--- src/rtl/boa_mem_arbiter.sv ---
// Two-port memory arbiter: shares one memory port between the IF program bus (A)
// and the MEM data bus (B), holding a grant until the memory reports completion.
module boa_mem_arbiter #(
   parameter bit ROUND_ROBIN = 1'b1,
   parameter bit FIRST_PORT  = 1'b0
) (
   input  logic        clk,
   input  logic        rst,
   // Port A (program bus)
   input  logic        a_re,
   input  logic [3:0]  a_we,
   input  logic [29:0] a_addr,
   input  logic [31:0] a_wdata,
   output logic [31:0] a_rdata,
   output logic        a_ready,
   // Port B (data bus)
   input  logic        b_re,
   input  logic [3:0]  b_we,
   input  logic [29:0] b_addr,
   input  logic [31:0] b_wdata,
   output logic [31:0] b_rdata,
   output logic        b_ready,
   // Memory side
   output logic        m_re,
   output logic [3:0]  m_we,
   output logic [29:0] m_addr,
   output logic [31:0] m_wdata,
   input  logic [31:0] m_rdata,
   input  logic        m_ready,
   // Status
   output logic        busy,
   output logic        owner
);

   typedef enum logic {
      IDLE = 1'b0,
      BUSY = 1'b1
   } state_t;

   state_t state_reg;
   logic   owner_reg;
   logic   last_reg;
   logic   busy_reg;

   // Per-port views, index 0 = A, index 1 = B
   logic [1:0]        port_re;
   logic [1:0][3:0]   port_we;
   logic [1:0][29:0]  port_addr;
   logic [1:0][31:0]  port_wdata;
   logic [1:0]        port_req;
   logic [1:0]        port_ready;

   logic sel;
   logic req_sel;
   logic active;

   assign port_re    = {b_re, a_re};
   assign port_we    = {b_we, a_we};
   assign port_addr  = {b_addr, a_addr};
   assign port_wdata = {b_wdata, a_wdata};

   generate
      for (genvar gi = 0; gi < 2; gi++) begin : g_port
         localparam logic PID = 1'(gi);
         assign port_req[gi]   = port_re[gi] | (|port_we[gi]);
         assign port_ready[gi] = m_ready & active & (sel == PID);
      end
   endgenerate

   // In BUSY the lock owner is the only candidate; arbitration happens only in IDLE.
   always_comb begin
      sel = owner_reg;
      if (state_reg == IDLE) begin
         case (port_req)
            2'b01:   sel = 1'b0;
            2'b10:   sel = 1'b1;
            2'b11:   sel = ROUND_ROBIN ? ~last_reg : 1'b0;
            default: sel = 1'b0;
         endcase
      end
   end

   assign req_sel = port_req[sel];
   // Memory outputs stay quiet while reset is held, independent of the clock.
   assign active  = req_sel & rst;

   always_comb begin
      m_re    = 1'b0;
      m_we    = 4'h0;
      m_addr  = 30'h0;
      m_wdata = 32'h0;
      if (active) begin
         m_re    = port_re[sel];
         m_we    = port_we[sel];
         m_addr  = port_addr[sel];
         m_wdata = port_wdata[sel];
      end
   end

   assign a_ready = port_ready[0];
   assign b_ready = port_ready[1];
   assign a_rdata = m_rdata;
   assign b_rdata = m_rdata;
   assign busy    = busy_reg;
   assign owner   = owner_reg;

   always_ff @(posedge clk or negedge rst) begin
      if (!rst) begin
         state_reg <= IDLE;
         owner_reg <= 1'b0;
         last_reg  <= ~FIRST_PORT;
         busy_reg  <= 1'b0;
      end else begin
         case (state_reg)
            IDLE: begin
               if (req_sel) begin
                  if (m_ready) begin
                     last_reg <= sel;
                  end else begin
                     state_reg <= BUSY;
                     owner_reg <= sel;
                     busy_reg  <= 1'b1;
                  end
               end
            end
            BUSY: begin
               // Completion and abort (owner withdrew) both release the lock.
               if (!req_sel || m_ready) begin
                  state_reg <= IDLE;
                  busy_reg  <= 1'b0;
                  last_reg  <= owner_reg;
               end
            end
            default: begin
               state_reg <= IDLE;
               busy_reg  <= 1'b0;
            end
         endcase
      end
   end

endmodule
--- config.mk ---
export PLATFORM = sky130hd
export DESIGN_NAME = boa_mem_arbiter
export DESIGN_NICKNAME = d
export VERILOG_FILES = /design/src/rtl/boa_mem_arbiter.sv
export SDC_FILE = /design/constraint.sdc
export NUM_CORES = 1
export LEC_CHECK = 0
export BUFFER_PORTS_ARGS = -buffer_cell sky130_fd_sc_hd__buf_2
export CAP_MARGIN = 0
export CORE_AREA = 2 2 119 121
export CTS_BUF_LIST = sky130_fd_sc_hd__clkbuf_4
export CTS_CLUSTER_SIZE = 16
export DETAILED_ROUTE_END_ITERATION = 8
export DIE_AREA = 0 0 121 123
export MAX_ROUTING_LAYER = met4
export PLACE_DENSITY = 0.58
export SETUP_SLACK_MARGIN = 0.05
export SYNTH_ARGS = -nofsm -noshare
export SYNTH_HDL_FRONTEND = slang
export SYNTH_SLANG_ARGS = --single-unit
--- constraint.sdc ---
create_clock -name clk -period 2.2 [get_ports clk]
set_input_delay 0.22 -clock clk [delete_from_list [all_inputs] [get_ports clk]]
set_output_delay 0.22 -clock clk [all_outputs]
set_load 0.01 [all_outputs]
==> results.txt <==
The flow ran to the end, but the final reports show violations. The checks that failed: setup timing. The number of core rows came out at 43. Setup repair after global routing could not meet its margin everywhere. The met2 layer usage reported by global route is between 20% and 30%. During synthesis, Yosys emitted a total of 0 warnings.

The die is between 100 and 150 µm wide. Buffers inserted during clock tree synthesis total 3. STA puts the critical path data required time at ~2000 ps. CTS built an H-tree with a depth of 1. The root buffer cell is clkbuf_4. The fraction of met1 tracks used by global routing is 16.4%. The post-synth design cell area is approximately 0.0024 mm².

STA classifies the critical path endpoint as an output pin. The total die area is 0.0149 mm². The clock latency reported for the late side of the worst-skew pair came out at approximately 240 ps. The number of I/O pins came out at roughly 300. The arrival time at the worst endpoint came out at roughly 2000 ps. On the final layout, the worst clock skew is approximately 0.29 ps.

Across the whole layout, storage elements account for just over 100 µm². The area occupied by multi-input gates is around 0.0018 mm². Routability-driven placement finished with a final weighted congestion of 0.792. The worst hold-check path type is primary input to register. The number of different library cells used by synthesis comes to 31. The count of max-cap constraint violations is 0. The post-synthesis register bit count is 4. The mean routed wirelength per cell is about 16 µm.

The cell leakage power came out at 1.78 nW. The final core utilization came out at roughly 30%. The worst setup path is launched from a primary input. The worst slack at placement is -102 ps. After global routing, the most crowded layer is met2. The routed via count came out at around 3600. Relative to the synthesized area, the layout overhead comes to 67.2%. The net count after synthesis came out at approximately 530.

The count of filler cells inserted in the layout is around 1500. The setup total negative slack came out at -1630 ps. The design draws ~1.9 mW.

The overall die height came out at approximately 120 µm. The worst-case vdd ir drop came out at between 200 and 250 µV. The length of the first detailed-routing pass in iterations came out at 4. The period utilization came out at 103%. The count of antenna-violating nets left after detailed routing came out at 0. The clock transition time at the flip-flop clock pins of the worst setup and hold paths came out at around 40 ps. Port buffering added slightly above 200 buffers. For this run, the top clock speed supported by timing is roughly 0.44 GHz.

CTS saw 4 sinks. The final layout net count is ~690. The number of pins with negative max-slew slack in the final report is 0. The worst-case setup margin in the final layout is -62.3 ps. For this run, the number of standard cells in the final layout without fillers is between 600 and 700. The ratio of routed vias to standard cells is 5.12.

The number of global-route vias before repair is roughly 3200. The class of the most critical setup path is primary input to output pin. The first-iteration detailed-routing DRC count is approximately 160. The gate count after technology mapping is 358. The total global-route track usage came out at between 10 and 15%. The sum of net half-perimeters after detailed placement is about 8.1 mm. The standard cell core area came out at 0.0136 mm². A synthesized cell averages ~6.7 µm². The placed cell count is about 700.

The number of antenna violations at the first check in global routing came to 0. The total congestion overflow came out at 0. The largest net degree at the start of global routing came out at 39. The global-route wire length before repair is between 15 and 20 mm.

Global routing used 1.52% of the available met3 tracks. The shortest clock period the worst path allows after layout is approximately 2300 ps. The total wirelength of the detailed-routed design came out at about 11 mm. The max-slew headroom at the worst pin came out at a little over 70%.

The final-report hold violation count was 0. After detailed routing, the number of remaining DRC violations is 0. For the pin with the worst max-slew slack, the measured transition is between 400 and 500 ps. The total of endpoints with negative setup slack in the final report is between 50 and 60. Sequential cells were found to cover ~4.3% of the synthesized design area. Of all nets on the critical path, the largest fanout is 5.

The fraction of final layout cells sized beyond drive strength 1 came out at about 60%. The clock tree from TritonCTS is yes. The maximum buffer depth of the clock tree is 2. The count of inserted antenna diode cells is 0. The power density relative to cell area came out at around 470 mW/mm². The initial core utilization came out at ~18%.
cells in the mapped netlist, drive strengths merged:
library cell  number  share of area (%)
a31oi              2               0.52
dfrtp              3                3.1
o211a              1               0.42
o211ai            69                 22
o311ai             1               0.37
o21a               1               0.32
or3                2               0.52
nand4b             1               0.37
nor3               5                1.0
nand3             69                 14
nor2               4               0.63
inv                1               0.16
o21bai             1               0.32
o21ai              4                1.0
o31ai              1               0.32
a211oi            67                 21
dfstp              1                1.1
clkbuf            27                4.3
nand2              4               0.63
or2                2               0.53
buf               88                 26
nor2b              1               0.26
a21oi              2               0.58
or4                1               0.47
worst paths after layout:
path / endpoint / slack [ps] / startpoint / depth (start not counted)
hold / removal: state_reg / 280 / m_ready / 2
hold reg to reg: busy / 580 / busy / 2
min in group asynchronous: busy / 340 / rst / 2
setup / recovery: m_wdata[28] / -60 / a_we[1] / 8
max in group asynchronous: last_reg / 1630 / rst / 2
setup reg to reg: state_reg / 580 / owner / 5
worst max-delay path, stage by stage:
cell,delay (ps)
buf_6,90
or4_4,570
or3_4,370
a21oi_4,200
buf_4,140
bufbuf_16,240
a211oi_1,50
buf_2,150
per-layer routing:
metal,vias to the layer above,routed length [µm]
met4,0,238
met3,29,910
met5,-,0
li1,1668,-
met1,1675,4620
met2,203,5540
stage by stage:
step | hold slack [ps] | area (µm²)
2_1_floorplan | -75.6 | 2380
3_3_place_gp | 47.5 | 3570
4_1_cts | 285 | 3840
3_5_place_dp | 50.8 | 3570
6_report | 278 | 3990
5_1_grt | 311 | 3990
area by class of cell:
cell class | instances | area share [%]
clock buffer | 4 | 0.753
multi-input combinational | 238 | 45.3
inverter | 1 | 0.0942
tap | 180 | 5.65
sequential | 4 | 2.54
timing repair buffer | 271 | 45.7
report_power, final:
group	switching, mW	internal (mW)	total, mW
combinational	0.884	0.754	1.64
clock	0.0362	0.0808	0.117
sequential	0.0229	0.0930	0.116
placed cells by master (no fill, tap or decap), types with 4 or more instances in the layout:
master	netlist	final
clkbuf_4	0	4
buf_2	18	206
buf_4	68	35
a211oi_2	0	29
a211oi_1	67	37
buf_12	0	15
buf_6	0	9
nor3_1	5	4
nor2_1	4	4
o211ai_1	68	68
nand3_1	69	66
cell families after synthesis:
logic type	after synthesis	synth area share, %
AO/OA/AOI/OAI	149	46.9
buffers and inverters	116	29.9
flip-flops	4	4.25
AND/OR/NAND/NOR	89	18.9
timing repair:
| action | CTS | global route |
|---|---|---|
| buffers inserted | 6 | 1 |
| resized for setup | 28 | 21 |
| hold endpoints to repair | 4 | 0 |
| hold buffers | 1 | 0 |
| pin swaps | 12 | 10 |
| cloned | 2 | 2 |
| endpoints found under the setup margin | 68 | 69 |
(Power assumes the default switching activity.)
